`src/rtl/arm_ctrl_pkg.sv`:
```
// Shared encodings for the multicycle ARM control unit: FSM states, datapath
// select codes, ALU commands and condition codes.
package arm_ctrl_pkg;

   typedef enum logic [3:0] {
      FETCH, DECODE, MEMADR, MEMRD, MEMWB, MEMWR,
      EXECR, EXECI, ALUWB, BRANCH, UNKNOWN
   } state_t;

   localparam logic [1:0] RES_ALUOUT = 2'b00;
   localparam logic [1:0] RES_DATA   = 2'b01;
   localparam logic [1:0] RES_ALU    = 2'b10;

   localparam logic [1:0] SRCB_REG  = 2'b00;
   localparam logic [1:0] SRCB_IMM  = 2'b01;
   localparam logic [1:0] SRCB_FOUR = 2'b10;

   localparam logic [1:0] ALU_ADD = 2'b00;
   localparam logic [1:0] ALU_SUB = 2'b01;
   localparam logic [1:0] ALU_AND = 2'b10;
   localparam logic [1:0] ALU_ORR = 2'b11;

   localparam logic [3:0] CMD_AND = 4'b0000;
   localparam logic [3:0] CMD_SUB = 4'b0010;
   localparam logic [3:0] CMD_ADD = 4'b0100;
   localparam logic [3:0] CMD_TST = 4'b1000;
   localparam logic [3:0] CMD_CMP = 4'b1010;
   localparam logic [3:0] CMD_ORR = 4'b1100;
   localparam logic [3:0] CMD_LSL = 4'b1101;

   localparam logic [3:0] COND_EQ = 4'b0000;
   localparam logic [3:0] COND_NE = 4'b0001;
   localparam logic [3:0] COND_CS = 4'b0010;
   localparam logic [3:0] COND_CC = 4'b0011;
   localparam logic [3:0] COND_MI = 4'b0100;
   localparam logic [3:0] COND_PL = 4'b0101;
   localparam logic [3:0] COND_VS = 4'b0110;
   localparam logic [3:0] COND_VC = 4'b0111;
   localparam logic [3:0] COND_HI = 4'b1000;
   localparam logic [3:0] COND_LS = 4'b1001;
   localparam logic [3:0] COND_GE = 4'b1010;
   localparam logic [3:0] COND_LT = 4'b1011;
   localparam logic [3:0] COND_GT = 4'b1100;
   localparam logic [3:0] COND_LE = 4'b1101;
   localparam logic [3:0] COND_AL = 4'b1110;

endpackage

```
`src/rtl/alu_decoder.sv`:
```
// ALU field decode for data-processing instructions.
// MAIN_FSM_SHIFT_EN adds cmd 1101 (LSL) driving the shifter select.
module alu_decoder
   import arm_ctrl_pkg::*;
(
   input  logic       alu_op,
   input  logic [4:0] funct,
   output logic [1:0] alu_ctl,
   output logic [1:0] flag_w,
   output logic       no_write,
   output logic       shift
);

   logic [3:0] cmd;
   logic       s;

   assign cmd = funct[4:1];
   assign s   = funct[0];

   always_comb begin
      alu_ctl  = ALU_ADD;
      flag_w   = 2'b00;
      no_write = 1'b0;
      shift    = 1'b0;
      if (alu_op) begin
         case (cmd)
            CMD_ADD: begin alu_ctl = ALU_ADD; flag_w = {s, s};    end
            CMD_SUB: begin alu_ctl = ALU_SUB; flag_w = {s, s};    end
            CMD_AND: begin alu_ctl = ALU_AND; flag_w = {s, 1'b0}; end
            CMD_ORR: begin alu_ctl = ALU_ORR; flag_w = {s, 1'b0}; end
            CMD_CMP: begin alu_ctl = ALU_SUB; flag_w = {s, s};    no_write = 1'b1; end
            CMD_TST: begin alu_ctl = ALU_AND; flag_w = {s, 1'b0}; no_write = 1'b1; end
`ifdef MAIN_FSM_SHIFT_EN
            CMD_LSL: begin alu_ctl = ALU_ADD; flag_w = {s, 1'b0}; shift = 1'b1; end
`endif
            default: ;
         endcase
      end
   end

endmodule

```
`src/rtl/cond_logic.sv`:
```
// NZCV flag registers, condition evaluation and the registered condition
// result used to gate architectural writes one cycle later.
module cond_logic
   import arm_ctrl_pkg::*;
(
   input  logic       clk,
   input  logic       reset,
   input  logic [3:0] cond,
   input  logic [3:0] alu_flags,
   input  logic [1:0] flag_w,
   output logic       cond_ex_q
);

   logic [3:0] flags;
   logic       cond_ex;
   logic       n, z, c, v;

   assign {n, z, c, v} = flags;

   always_comb begin
      cond_ex = 1'b0;
      case (cond)
         COND_EQ: cond_ex = z;
         COND_NE: cond_ex = ~z;
         COND_CS: cond_ex = c;
         COND_CC: cond_ex = ~c;
         COND_MI: cond_ex = n;
         COND_PL: cond_ex = ~n;
         COND_VS: cond_ex = v;
         COND_VC: cond_ex = ~v;
         COND_HI: cond_ex = c & ~z;
         COND_LS: cond_ex = ~c | z;
         COND_GE: cond_ex = (n == v);
         COND_LT: cond_ex = (n != v);
         COND_GT: cond_ex = ~z & (n == v);
         COND_LE: cond_ex = z | (n != v);
         COND_AL: cond_ex = 1'b1;
         default: cond_ex = 1'b0;
      endcase
   end

   // Flag writes use the live condition so a predicated compare only
   // updates flags when it would have executed.
   always_ff @(posedge clk) begin
      if (reset) begin
         flags     <= 4'b0000;
         cond_ex_q <= 1'b0;
      end else begin
         if (flag_w[1] & cond_ex) flags[3:2] <= alu_flags[3:2];
         if (flag_w[0] & cond_ex) flags[1:0] <= alu_flags[1:0];
         cond_ex_q <= cond_ex;
      end
   end

endmodule

```
`src/rtl/main_fsm.sv`:
```
// Multicycle ARM control unit: Moore FSM sequencing the shared datapath.
// Optional LSL decode is enabled with MAIN_FSM_SHIFT_EN.
module main_fsm
   import arm_ctrl_pkg::*;
(
   input  logic       clk,
   input  logic       reset,
   input  logic [3:0] cond,
   input  logic [1:0] op,
   input  logic [5:0] funct,
   input  logic [3:0] rd,
   input  logic [3:0] alu_flags,
   output logic       pc_write,
   output logic       adr_src,
   output logic       mem_write,
   output logic       ir_write,
   output logic       reg_write,
   output logic [1:0] result_src,
   output logic       alu_src_a,
   output logic [1:0] alu_src_b,
   output logic [1:0] imm_src,
   output logic [1:0] reg_src,
   output logic [1:0] alu_ctl,
   output logic       shift
);

   state_t     state_q, state_nx, out_state;
   logic       next_pc, reg_w, mem_w, branch, alu_op, ir_w;
   logic [1:0] flag_w;
   logic       no_write;
   logic       cond_ex_q;

   always_ff @(posedge clk) begin
      if (reset) state_q <= FETCH;
      else       state_q <= state_nx;
   end

   always_comb begin
      state_nx = FETCH;
      case (state_q)
         FETCH:  state_nx = DECODE;
         DECODE: begin
            case (op)
               2'b00:   state_nx = funct[5] ? EXECI : EXECR;
               2'b01:   state_nx = MEMADR;
               2'b10:   state_nx = BRANCH;
               default: state_nx = UNKNOWN;
            endcase
         end
         MEMADR: state_nx = funct[0] ? MEMRD : MEMWR;
         MEMRD:  state_nx = MEMWB;
         EXECR:  state_nx = ALUWB;
         EXECI:  state_nx = ALUWB;
         default: state_nx = FETCH;
      endcase
   end

   // Selects show FETCH values while reset is held, whatever state_q holds.
   assign out_state = reset ? FETCH : state_q;

   always_comb begin
      next_pc    = 1'b0;
      reg_w      = 1'b0;
      mem_w      = 1'b0;
      branch     = 1'b0;
      alu_op     = 1'b0;
      ir_w       = 1'b0;
      adr_src    = 1'b0;
      result_src = RES_ALUOUT;
      alu_src_a  = 1'b0;
      alu_src_b  = SRCB_REG;
      case (out_state)
         FETCH: begin
            ir_w = 1'b1; next_pc = 1'b1; alu_src_a = 1'b1;
            alu_src_b = SRCB_FOUR; result_src = RES_ALU;
         end
         DECODE: begin
            alu_src_a = 1'b1; alu_src_b = SRCB_FOUR; result_src = RES_ALU;
         end
         MEMADR: alu_src_b = SRCB_IMM;
         MEMRD:  adr_src = 1'b1;
         MEMWB:  begin result_src = RES_DATA; reg_w = 1'b1; end
         MEMWR:  begin adr_src = 1'b1; mem_w = 1'b1; end
         EXECR:  alu_op = 1'b1;
         EXECI:  begin alu_op = 1'b1; alu_src_b = SRCB_IMM; end
         ALUWB:  reg_w = 1'b1;
         BRANCH: begin alu_src_b = SRCB_IMM; result_src = RES_ALU; branch = 1'b1; end
         default: ;
      endcase
   end

   alu_decoder u_alu_dec (
      .alu_op   (alu_op),
      .funct    (funct[4:0]),
      .alu_ctl  (alu_ctl),
      .flag_w   (flag_w),
      .no_write (no_write),
      .shift    (shift)
   );

   cond_logic u_cond (
      .clk       (clk),
      .reset     (reset),
      .cond      (cond),
      .alu_flags (alu_flags),
      .flag_w    (flag_w),
      .cond_ex_q (cond_ex_q)
   );

   assign imm_src   = op;
   assign reg_src   = {op == 2'b01, op == 2'b10};
   assign ir_write  = ir_w & ~reset;
   assign reg_write = ~reset & reg_w & cond_ex_q & ~no_write;
   assign mem_write = ~reset & mem_w & cond_ex_q;
   assign pc_write  = ~reset & (next_pc |
                      (cond_ex_q & (branch | (reg_w & (rd == 4'd15) & ~no_write))));

endmodule

```
`config.mk`:
```
export PLATFORM = sky130hd
export DESIGN_NAME = main_fsm
export DESIGN_NICKNAME = d
export VERILOG_FILES = /design/src/rtl/arm_ctrl_pkg.sv /design/src/rtl/alu_decoder.sv /design/src/rtl/cond_logic.sv /design/src/rtl/main_fsm.sv
export SDC_FILE = /design/constraint.sdc
export NUM_CORES = 1
export LEC_CHECK = 0
export ABC_AREA = 1
export CAP_MARGIN = 10
export CORE_MARGIN = 1.5
export CORE_UTILIZATION = 37
export DETAILED_ROUTE_END_ITERATION = 12
export PLACE_DENSITY = 0.76
export SYNTH_ARGS = -nofsm -noshare
export SYNTH_HDL_FRONTEND = slang
export SYNTH_SLANG_ARGS = --single-unit
```
`constraint.sdc`:
```
create_clock -name clk -period 1.2 [get_ports clk]
set_input_delay 0.24 -clock clk [delete_from_list [all_inputs] [get_ports clk]]
set_output_delay 0.24 -clock clk [all_outputs]
set_load 0.01 [all_outputs]
```
==> flow_metrics.tcl <==
set metrics [dict create \
    hpwl_um 2050 \
    fp.dieH_um 50.9 \
    cts_buffer_depth 2 \
    end_kind "output pin" \
    synth_largest_area_cell "dfxtp_1" \
    clkTransAtPathRegs_ns 0.07 \
    grt_overflow_total 0 \
    fp-row-count 17 \
    yosysSeqAreaShare_pct 21.2 \
    drv_slew 0 \
    antenna_left 0 \
    ctsHoldBuffers 0 \
    synthesis.nets 177 \
    outcome "complete, but fails checks" \
    path_buf_inv 1 \
    fin_ws_ns -0.402 \
    place_congestion 0.851 \
    critPathRequiredTime_ns 0.96 \
    fmax_ghz 0.624 \
    synth-async-reset-ratio_pct 0 \
    criticalPathCategory "flop to output pin" \
    cts_root_buf "clkbuf_4" \
    synth_top_cells_by_area "dfxtp_1 (21%), nand2_1 (16%), nor2_1 (12%)" \
    syn_area_per_cell_sq_um 5.47 \
    ys_warn_count 0 \
    drive_gt1_share_pct 50.7 \
    drt-pass1-iter-count 4 \
    p_total_mw 1.15 \
    crit_fanout 4 \
    final_util_pct 76.9 \
    synth_cell_type_count 22 \
    clock-sinks 9 \
    multiInputGateArea_sq_um 768 \
    h-tree-depth 1 \
    startpoint_type "flop" \
    finalCriticalPeriod_ns 1.60 \
    drt-total-wl_um 3240 \
    power.density_mw_per_mm2 685 \
    rrSetupSlack_ns -0.27 \
    postLayoutCellArea_sq_mm 0.00168 \
    grt_pass1_vias 1213 \
    coreArea_sq_mm 0.00219 \
    grt_pass1_wl_um 4700 \
    fill_cells 168 \
    start_util_pct 38.7 \
    synth_edf_count 0 \
    register_area_sq_um 201 \
    synth_ff_type "dfxtp_1" \
    antenna_found_initial 0 \
    cts_made_buffers 3 \
    slowest_delay_ns 0.37 \
    clock_latency_ns 0.28 \
    synth_seq_cells 9 \
    hold_viol 0 \
    finalNetCount 244 \
    initialDrtViolationCount 22 \
    dieArea_sq_mm 0.00259 \
    grt_max_degree 9 \
    dpl_cell_area_sq_mm 0.00140 \
    wl_per_cell_um 13.0 \
    syn2layout_area_growth_pct 98.5 \
    grt_usage_pct 23.7 \
    drv_cap 0 \
    chipWidth_um 50.9 \
    drcViolationCount 0 \
    p_leak_nw 0.767 \
    period_share_pct 133 \
    hold_path.class "input pin to flop" \
    cp_top_family "flip-flops" \
    yosys.area.top_type_share_pct 21.2 \
    antennaDiodeCount 0 \
    skew_ns 0.00171 \
    rsz0062_at_grt "yes" \
    cts_tree "done" \
    io_pins 39 \
    vias 1281 \
    syn-cell-area_sq_um 848 \
    worstPathArrival_ns 1.36 \
    failed_checks "setup timing" \
    setup_viol 18 \
    port_buffers 37 \
    viasPerCell 5.14 \
    cp_cell_sequence "nor3_4, o21ai_2, o21ai_1, nand2_1, o21ai_2, buf_2" \
    crit_slowest_cell "dfxtp_4" \
    ir_worst_vdd_uv 456 \
    post_synth_inst_count 155 \
    cp_common_cell "o21ai_2" \
]
## state kept, by name, indices dropped and copies added, names as in the netlist
signal and count:
state_q 4, u_cond.cond_ex_q 1, u_cond.flags 4
## tightest hold or removal path, stage by stage
cell      delay (ns)
clkbuf_2        0.15
buf_4           0.16
a21oi_2         0.03
## power breakdown
group | switching (mW) | leakage, nW | internal [mW]
logic | 0.284 | 0.671 | 0.278
registers | 0.0231 | 0.0779 | 0.308
clock network | 0.136 | 0.0177 | 0.124
total | 0.444 | 0.767 | 0.710
## cells in the mapped netlist, drive strengths merged, types with 2 or more instances
| master | instances |
|---|---|
| nand2 | 43 |
| nor2 | 29 |
| inv | 22 |
| nand3 | 18 |
| a21oi | 13 |
| dfxtp | 9 |
| o21ai | 6 |
| buf | 4 |
| nor3 | 4 |
| nand4 | 2 |
## routing by layer
metal | global-route usage [%] | up-vias | wire length (um)
met5 | 0 | - | 0
met4 | 12.2 | 0 | 68
met3 | 3.22 | 10 | 141
met2 | 46.3 | 41 | 1730
met1 | 24.1 | 598 | 1300
li1 | - | 632 | -
## cells in the final DEF, fill, tap and decap left out, drive strengths merged
cell type and count:
o32ai 1, nor3 4, conb 1, dlygate4sd2 9, buf 42, clkbuf 4
nand3 18, inv 22, a21oi 13, clkdlybuf4s50 14, nor2 29, o21ai 6
clkinv 2, or2 1, nand2 43, nand4 2, dfxtp 9, nand3b 1
## per-stage QoR
step,setup TNS [ns],setup slack [ns],hold WS (ns),instances
finish,-4.89,-0.402,0.345,249
global route,-5.86,-0.487,0.371,249
CTS,-4.31,-0.401,0.491,245
detailed placement,-15.08,-1.02,0.539,239
global placement,-14.57,-0.975,0.515,239
floorplan,-0.0257,-0.0257,0.404,155
## what timing repair did
action                                  4_1_cts  5_1_grt
setup buffers                                 2        4
pin swaps                                    12       17
endpoints found under the setup margin       23       19
gates resized for setup                     100       48
## worst paths after layout
kind | from | to | cells past startpoint
max | state_q[2] | pc_write | 6
min | reset | state_q[1] | 3
max reg2reg | state_q[3] | u_cond.flags[1] | 10
min reg2reg | u_cond.flags[1] | u_cond.flags[1] | 2
## kinds of logic (layout without fill, tap and decap cells)
kind of cell    count (synthesis)  in the layout  share of synthesized area (%)
simple gates                   98             98                           51.8
flops                           9              9                           21.2
buf+inv                        27             93                           13.4
other cells                     1              1                          0.442
compound gates                 20             20                           13.1
## cell type report
cell class / count / area share [%]
clock buffer: 3 / 1.34
clock inverter: 1 / 0.297
inverter: 23 / 6.02
multi-input combinational: 119 / 45.6
sequential: 9 / 12.0
tap: 28 / 2.08
timing repair buffer: 66 / 32.7
Note: power is estimated with default switching activity, not from simulation.
